## src/rtl/wb_arbiter.sv

```systemverilog
// Write-back arbiter: round-robin selection among three execution sources,
// a registered register-file write port, and a pending-register scoreboard
// that is set at issue and cleared when the write-back commits.
module wb_arbiter #(
    parameter int XLEN = 64,
    parameter int NREG = 32
) (
    input  logic                clk,
    input  logic                rst,
    input  logic [2:0]          req_valid,
    output logic [2:0]          req_ready,
    input  logic [14:0]         req_addr,
    input  logic [3*XLEN-1:0]   req_data,
    input  logic                busy_set_en,
    input  logic [4:0]          busy_set_addr,
    input  logic [4:0]          rs1_addr,
    input  logic [4:0]          rs2_addr,
    output logic                rs1_busy,
    output logic                rs2_busy,
    output logic [NREG-1:0]     busy_vec,
    output logic                wr_en,
    output logic [4:0]          wr_addr,
    output logic [XLEN-1:0]     wr_data
);

    // Next source index in the 0 -> 1 -> 2 -> 0 rotation.
    function automatic logic [1:0] rr_step(input logic [1:0] base);
        logic [1:0] nxt;
        case (base)
            2'd0:    nxt = 2'd1;
            2'd1:    nxt = 2'd2;
            default: nxt = 2'd0;
        endcase
        return nxt;
    endfunction

    // Scoreboard read; addresses beyond NREG report not-busy.
    function automatic logic busy_lookup(input logic [NREG-1:0] vec, input logic [4:0] addr);
        logic hit;
        hit = 1'b0;
        for (int r = 0; r < NREG; r++) begin
            if (addr == 5'(r)) begin
                hit = vec[r];
            end else begin
                hit = hit;
            end
        end
        return hit;
    endfunction

    logic [1:0]        last_grant_q, last_grant_d;
    logic              wr_en_q, wr_en_d;
    logic [4:0]        wr_addr_q, wr_addr_d;
    logic [XLEN-1:0]   wr_data_q, wr_data_d;
    logic [NREG-1:0]   busy_q, busy_d;

    logic [1:0]        cand_s;
    logic [1:0]        grant_idx_s;
    logic              grant_found_s;
    logic [2:0]        req_ready_s;
    logic              xfer_s;
    logic [4:0]        sel_addr_s;
    logic [XLEN-1:0]   sel_data_s;

    // Round-robin search starting one past the last granted source.
    always_comb begin
        grant_found_s = 1'b0;
        grant_idx_s   = 2'd0;
        cand_s        = rr_step(last_grant_q);
        for (int k = 0; k < 3; k++) begin
            if (!grant_found_s && req_valid[cand_s]) begin
                grant_found_s = 1'b1;
                grant_idx_s   = cand_s;
            end else begin
                cand_s = rr_step(cand_s);
            end
        end
    end

    // One-hot acceptance for the winner; nothing is accepted while in reset.
    always_comb begin
        req_ready_s = 3'b000;
        if (rst && grant_found_s) begin
            req_ready_s[grant_idx_s] = 1'b1;
        end else begin
            req_ready_s = 3'b000;
        end
    end

    assign xfer_s     = rst & grant_found_s;
    assign sel_addr_s = req_addr[int'(grant_idx_s) * 5 +: 5];
    assign sel_data_s = req_data[int'(grant_idx_s) * XLEN +: XLEN];

    // Write port and grant pointer: capture the winner, hold when idle.
    always_comb begin
        last_grant_d = last_grant_q;
        wr_en_d      = 1'b0;
        wr_addr_d    = wr_addr_q;
        wr_data_d    = wr_data_q;
        if (xfer_s) begin
            last_grant_d = grant_idx_s;
            wr_en_d      = (sel_addr_s != 5'd0);
            wr_addr_d    = sel_addr_s;
            wr_data_d    = sel_data_s;
        end else begin
            wr_en_d      = 1'b0;
        end
    end

    // Scoreboard update: commit clears first, issue sets override; x0 never busy.
    always_comb begin
        busy_d = busy_q;
        for (int r = 1; r < NREG; r++) begin
            if (wr_en_q && (wr_addr_q == 5'(r))) begin
                busy_d[r] = 1'b0;
            end else begin
                busy_d[r] = busy_q[r];
            end
            if (busy_set_en && (busy_set_addr == 5'(r))) begin
                busy_d[r] = 1'b1;
            end else begin
                busy_d[r] = busy_d[r];
            end
        end
        busy_d[0] = 1'b0;
    end

    // State registers with asynchronous active-low reset.
    always_ff @(posedge clk or negedge rst) begin
        if (!rst) begin
            last_grant_q <= 2'd2;
            wr_en_q      <= 1'b0;
            wr_addr_q    <= 5'd0;
            wr_data_q    <= {XLEN{1'b0}};
            busy_q       <= {NREG{1'b0}};
        end else begin
            last_grant_q <= last_grant_d;
            wr_en_q      <= wr_en_d;
            wr_addr_q    <= wr_addr_d;
            wr_data_q    <= wr_data_d;
            busy_q       <= busy_d;
        end
    end

    assign req_ready = req_ready_s;
    assign wr_en     = wr_en_q;
    assign wr_addr   = wr_addr_q;
    assign wr_data   = wr_data_q;
    assign busy_vec  = busy_q;
    assign rs1_busy  = busy_lookup(busy_q, rs1_addr);
    assign rs2_busy  = busy_lookup(busy_q, rs2_addr);

endmodule

```

## config.mk

```make
export PLATFORM = sky130hd
export DESIGN_NAME = wb_arbiter
export DESIGN_NICKNAME = d
export VERILOG_FILES = /design/src/rtl/wb_arbiter.sv
export SDC_FILE = /design/constraint.sdc
export NUM_CORES = 1
export LEC_CHECK = 0
export ABC_AREA = 1
export CORE_AREA = 4 4 132 134
export CTS_BUF_LIST = sky130_fd_sc_hd__clkbuf_2 sky130_fd_sc_hd__clkbuf_4 sky130_fd_sc_hd__clkbuf_8
export DETAILED_ROUTE_END_ITERATION = 7
export DIE_AREA = 0 0 136 138
export PLACE_DENSITY_LB_ADDON = 0.2
export SLEW_MARGIN = 20
export SYNTH_ARGS = -nofsm -noshare
export SYNTH_HDL_FRONTEND = slang
export SYNTH_SLANG_ARGS = --single-unit
```

## constraint.sdc

```tcl
create_clock -name clk -period 3.6 [get_ports clk]
set_input_delay 0.72 -clock clk [delete_from_list [all_inputs] [get_ports clk]]
set_output_delay 0.72 -clock clk [all_outputs]
set_load 0.01 [all_outputs]
```

==> results of run 1 <==
cells by family (layout without fill, tap and decap cells):
group / Yosys count / in the layout / synth area share (%)
other: 1 / 3 / 0.0557
muxes: 64 / 64 / 9.52
buffers and inverters: 110 / 497 / 8.25
AOI/OAI and AO/OA: 125 / 125 / 16.2
DFF: 103 / 103 / 38.3
and+or+nand+nor: 439 / 439 / 27.7
worst paths after layout:
path                       depth (start not counted)  slack [ns]           end             from
min in group clk                                   2        0.50   wr_data[17]      wr_data[17]
min                                                2        0.44   wr_data[25]              rst
min reg2reg                                        2        0.50   wr_data[17]      wr_data[17]
max reg2reg                                       23        0.25   wr_data[51]  last_grant_q[1]
max                                               17        0.09  req_ready[0]     req_valid[2]
max in group asynchronous                          3        2.00  busy_vec[26]              rst
layer usage:
| metal | vias up | GRT usage, % | share of wire [%] |
|---|---|---|---|
| met5 | - | 0 | 0 |
| met4 | 0 | 11.2 | 3.9 |
| met3 | 63 | 7.41 | 8.3 |
| li1 | 3596 | - | - |
| met1 | 3492 | 32.0 | 37 |
| met2 | 352 | 47.4 | 51 |
cell type report:
cell class                 count  area, um^2  share of cell area [%]
timing repair buffer         412        3960                    36.1
multi-input combinational    629        3700                    33.7
sequential                   103        2580                    23.5
tap                          220         275                    2.51
inverter                      69         264                    2.41
clock buffer                  10         138                    1.26
clock inverter                 6        45.0                   0.411
antenna                        2        5.00                  0.0457
Yosys cell counts (2+ instances only):
cell type	instances	share of area (%)
o2111ai_1	2	0.26
nand4_1	38	3.5
buf_2	8	0.59
buf_12	2	0.59
buf_8	3	0.67
o211ai_1	17	1.9
nor2_1	64	3.6
o21ai_0	41	3.0
o21ai_1	2	0.15
o31ai_1	2	0.22
nand2_2	7	0.65
clkbuf_4	2	0.22
a31oi_1	2	0.19
nor3_1	4	0.30
inv_1	58	3.2
clkbuf_1	17	0.95
mux2i_1	64	9.5
o211ai_2	50	9.3
nand3_1	23	1.7
nor4_1	2	0.19
inv_2	9	0.50
nor2_4	2	0.33
buf_6	7	1.2
nand2_4	4	0.67
o21ai_2	2	0.26
dfrtp_1	102	38
nand2_1	290	16
worst register-to-register path: stages, from the launching register on:
cell,delay (ns)
dfstp_2,0.55
inv_2,0.08
nand2_4,0.09
inv_2,0.06
nand2_4,0.07
nand2_2,0.06
inv_2,0.07
nand2_4,0.05
nor2_4,0.14
inv_2,0.04
nand2_2,0.07
nor2_2,0.04
nand2_2,0.08
nand2_4,0.06
nor2_1,0.19
o21ai_4,0.10
nor2_4,0.14
nand2_2,0.09
nand2_4,0.07
buf_4,0.17
buf_16,0.31
mux2i_2,0.43
buf_4,0.15
o211ai_1,0.08
placed cells by master (no fill, tap or decap), types with 3 or more instances in the layout:
| cell type | n |
|---|---|
| o211ai_1 | 17 |
| clkinv_4 | 3 |
| nand3_1 | 23 |
| mux2i_1 | 63 |
| nand2_4 | 7 |
| dfrtp_1 | 102 |
| o211ai_2 | 50 |
| buf_4 | 77 |
| inv_2 | 11 |
| clkdlybuf4s50_1 | 317 |
| dlymetal6s2s_1 | 8 |
| nor2_1 | 52 |
| inv_1 | 55 |
| buf_2 | 4 |
| nor2_4 | 7 |
| nand2_1 | 284 |
| o21ai_0 | 41 |
| nor3_1 | 4 |
| nand4_1 | 38 |
| clkbuf_8 | 10 |
| nand2_2 | 10 |
| nor2_2 | 8 |
registers in the layout (all words and copies together) (netlist names):
signal / cells
wr_addr: 5
last_grant_q: 2
wr_data: 64
busy_vec: 31
wr_en: 1
stage by stage:
stage | utilization [%] | instance area [um^2]
floorplan | - | 6730
global placement | 65.3 | 10600
detailed placement | 65.3 | 10600
CTS | 66.5 | 10800
global route | 67.3 | 11000
finish | 67.3 | 11000
where the power goes:
| part | internal, mW | switching [mW] |
|---|---|---|
| clock | 0.275 | 0.433 |
| sequential | 1.72 | 0.472 |
| combinational | 2.40 | 2.57 |
| total | 4.39 | 3.47 |
what timing repair did:
action,CTS,global route
setup buffers,2,3
cloned,0,0
gates resized for setup,27,39
endpoints found under the setup margin,5,7
pin swaps,2,12
==> impl_metrics.toml, run 1 <==
[route]
wirelength_um = 26500
drc = 0
dr.pass1.iters = 5
via_count = 7503
wire_per_inst_um = 18.2
drt_iter0_markers = 483
via_per_inst = 5.17
ant_nets = 0

[sta]
fin_tns_setup_ns = 0
setup_viol = 0
whs_ns = 0.439
slew_violations = 0
hold_viol = 0
tightestPinTransition_ns = 1.09
period_needed_ns = 3.51
slew_headroom_pct = 27.4
fmax_ghz = 0.285
fin_skew_ns = 0.0176
period_share_pct = 97.4
setup_ws_ns = 0.0931

[floorplanning]
io_pins = 335
core_area_mm2 = 0.0163
die_h_um = 138
dieArea_mm2 = 0.0188
row_count = 47
die_w_um = 136
start_util_pct = 41.3

[min_path]
min_path_type = "in -> async"

[synthesis]
avgSynthCellArea_um2 = 7.99
synthCells = 842
synth_area_mm2 = 0.00673
synth-seq-area-share_pct = 38.3
synthArstFlopShare_pct = 100
yosys_warnings = 0
syn_nets = 1070
synth_edf_count = 0
synth_cell_type_count = 45
ys_ff_latch = 103
synth_ff_type = "dfrtp_1"

[flow_run]
maxCapViolCount = 0

[cells_and_area]
syn2layout_area_growth_pct = 62.8
fin_cells = 1451
drive_above_1_share_pct = 16.8
fillers = 1364
fin_nets = 1452

[power_and_ir_drop]
p_total_mw = 7.86
power_density_mw_per_mm2 = 717
peakVddDrop_uv = 587
p_leak_nw = 4.86

[critical_path]
critical_path.top_delay_family = "buffers and inverters"
crit_arrival_ns = 2.79
critPathLaunchType = "input pin"
crit_chain = "clkdlybuf4s50_1 > buf_4 > o31ai_2 > nor2_2 > inv_1 > nand2_2 > nand2_1 > o21a_1 > nand3_2 > o21ai_4 > nor2_4 > nand2_2 > nand2_4 > inv_4 > nand2_4 > nor2_2 > buf_2"
required_ns = 2.88
criticalPathCategory = "in -> out"
end_kind = "primary output"
critPathSlowestCell = "clkdlybuf4s50_1"
slowest_delay_ns = 0.42
crit_fanout = 4
cp_num_buf_inv = 5

[place]
io_buffers = 333
routabilityCongestion = 0.979
dpl.cell_count = 1428
dpl.hpwl_um = 21200
place_ws_ns = -0.396

[global_routing]
antenna_found_initial = 2
grt-ovfl-total = 0
grt_pass1_wl_um = 40200
first_global_vias = 7410
grt_util_all_layers_pct = 27.4
grt_max_degree = 65

[clocking]
clockRootBuffer = "clkbuf_8"
clock-sinks = 103
cts_buffer_depth = 2
hold_buffers = 0
cts_buffers = 9
clock_latency_ns = 0.39
clkSlewWorstSetupHoldPaths_ns = 0.12
cts_max_level = 3
cts_tree = "built"

[outcome]
status = "finished, final reports clean"
No activity file was read; power rests on OpenSTA's default activity.
==> run 2, diff against run 1 <==
- CORE_AREA: 4 4 132 134 -> 4 4 139 141
- DIE_AREA: 0 0 136 138 -> 0 0 143 145
- clock period: 3.6 -> 3.05 ns (I/O delays scaled with it)
==> run 2 against run 1 <==
  * The run now ends with negative setup slack left
  * Clock-buffer cell count stayed put
  * First-iteration DRC count decreased by 24%
  * Total power is 29% higher
  * Global-route usage is 1.6 points lower
  * Non-clock buffer count grew 33
  * Combinational power increased by 31%
  * Critical path depth is 3 higher
  * Via count rose by 0.77%
  * Flip-flop and latch count unchanged
  * Critical endpoint is now req_ready[1]
==> impl_metrics.toml, run 2 (synthesized netlist as in run 1, its figures left out) <==
[outcome]
status = "finished, violations left"
violations = "negative setup slack"

[route]
via_per_inst = 5.07
via_count = 7561
highest_layer = "met5"
dr_wl_met3_um = 2180
wire_per_inst_um = 18.9
wl_met2_um = 14600
ant_nets = 0
dr.pass1.iters = 5
drt_iter0_markers = 368
drc = 0
wirelength_um = 28300
wl_met1_um = 10600

[global_routing]
antenna_found_initial = 2
grt_util_all_layers_pct = 25.9
grt_pass1_wl_um = 41600
grt-ovfl-total = 0
grt_max_degree = 65
first_global_vias = 7430

[power_and_ir_drop]
p_leak_nw = 5.03
combPwrFrac_pct = 64.3
power.internal_mw = 5.78
power_density_mw_per_mm2 = 887
p_seq_share_pct = 26.0
p_switching_mw = 4.32
peakVddDrop_uv = 387
p_total_mw = 10.1
clkPwrFrac_pct = 9.7
switching_share_pct = 42.8

[clocking]
cts_tree = "built"
hold_buffers = 0
clock-sinks = 103
cts_max_level = 3
cts_buffer_depth = 2
clock_latency_ns = 0.39
clockRootBuffer = "clkbuf_8"
cts_buffers = 9
clkSlewWorstSetupHoldPaths_ns = 0.10

[cells_and_area]
fin_nets = 1485
layout_commonest_cell = "clkdlybuf4s50_1"
stdcell_area_mm2 = 0.0114
syn2layout_area_growth_pct = 69.3
drive_above_1_share_pct = 20.0
largest_reg_flops = 64
final_cell_mix = "clkdlybuf4s50_1, nand2_1, dfrtp_1"
fillers = 1535

[place]
routabilityCongestion = 0.940
place_ws_ns = -0.764
dpl.hpwl_um = 21800
io_buffers = 333
place_area_mm2 = 0.0107

[sta]
rsz0062_at_grt = "true"
fin_skew_ns = 0.0134
fmax_ghz = 0.306
slew_headroom_pct = 51.0
setup_ws_ns = -0.214
hold_viol = 0
setup_viol = 3
period_share_pct = 107
tightestPinTransition_ns = 0.735
slew_violations = 0
period_needed_ns = 3.26

[floorplanning]
start_util_pct = 37.5
die_w_um = 143
row_count = 49
die_h_um = 145
dieArea_mm2 = 0.0207
core_area_mm2 = 0.0180
io_pins = 335

[critical_path]
criticalPathCategory = "reg -> out"
crit_fanout = 5
required_ns = 2.44
critPathLaunchType = "flip-flop"
end_kind = "primary output"
crit_arrival_ns = 2.65

[flow_run]
maxCapViolCount = 0

[min_path]
min_path_type = "in -> async"
## run 2: cell types whose count changed in the layout (fill, tap and decap cells not counted), sizes merged
cell | before | now
clkinv | 6 | 3
clkbuf | 11 | 18
diode | 2 | 1
dlygate4sd2 | 1 | 5
buf | 85 | 118
clkdlybuf4s50 | 317 | 314
clkinvlp | 0 | 1
dlymetal6s2s | 8 | 0
bufinv | 0 | 2
## run 2: final timing paths
check	slack [ns]	end	from	depth (start not counted)
worst max-delay path	-0.21	req_ready[1]	last_grant_q[1]	20
worst max register to register	0.08	wr_data[54]	last_grant_q[1]	24
worst min register to register	0.50	wr_data[15]	wr_data[15]	2
max in group asynchronous	1.52	wr_data[5]	rst	3
worst min-delay path	0.35	wr_data[42]	rst	2
min in group clk	0.50	wr_data[15]	wr_data[15]	2
## run 2: layout make-up
class / count / area (um^2) / share of cell area [%]
diodes: 1 / 2.50 / 0.0220
clock buffers: 10 / 131 / 1.15
clock inverters: 6 / 93.8 / 0.823
inverters: 69 / 268 / 2.35
multi-input cells: 629 / 3740 / 32.8
flip-flops and latches: 103 / 2580 / 22.6
well taps: 229 / 287 / 2.51
repair buffers: 445 / 4300 / 37.7
## run 2: through the flow
step	TNS, ns	hold slack [ns]	instances	utilization, %
after floorplan	0	0.314	842	-
after global placement	-42.36	0.474	1442	59.5
after detailed placement	-45.35	0.475	1442	59.5
after CTS	-6.88	0.383	1477	61.9
after global routing	-5.60	0.412	1491	63.4
final	-0.608	0.355	1492	63.4
## run 2: power by group through the flow
stage	logic [mW]	clock network [mW]	registers [mW]
global route	6.96	1.06	2.71
CTS	6.02	0.998	2.61
floorplan	3.03	0	2.74
detailed placement	5.83	0	2.62
finish	6.50	0.983	2.63
global placement	5.78	0	2.62
## run 2: repair_timing
| action | CTS | global route |
|---|---|---|
| setup buffers | 19 | 10 |
| pin swaps | 17 | 31 |
| hold endpoints to repair | 0 | 0 |
| gates cloned | 0 | 4 |
| resized for setup | 83 | 44 |
| setup endpoints to repair | 70 | 75 |
## run 2: critical path, stage by stage, from the launching register on
cell     delay, ns
dfstp_2       0.57
inv_4         0.06
nand2_4       0.09
inv_4         0.05
nand2_4       0.06
nand2_2       0.05
inv_2         0.07
nand2_4       0.05
buf_4         0.13
buf_4         0.12
inv_1         0.05
nand2_2       0.06
nand2_4       0.08
inv_2         0.04
buf_4         0.12
buf_4         0.12
buf_4         0.12
nand2_1       0.05
nand2_1       0.07
nor2_2        0.13
buf_2         0.17
## run 2: routing by layer
| metal | global-route usage (%) | vias to the layer above |
|---|---|---|
| li1 | - | 3658 |
| met1 | 30.2 | 3505 |
| met2 | 45.4 | 336 |
| met3 | 6.55 | 58 |
| met4 | 9.74 | 4 |
| met5 | 0 | - |
==> run 3, diff against run 2 <==
- SLEW_MARGIN: 20 -> not set
==> results of run 3 <==
Same layout as run 2: the final DEF is identical, and so are final timing and power.
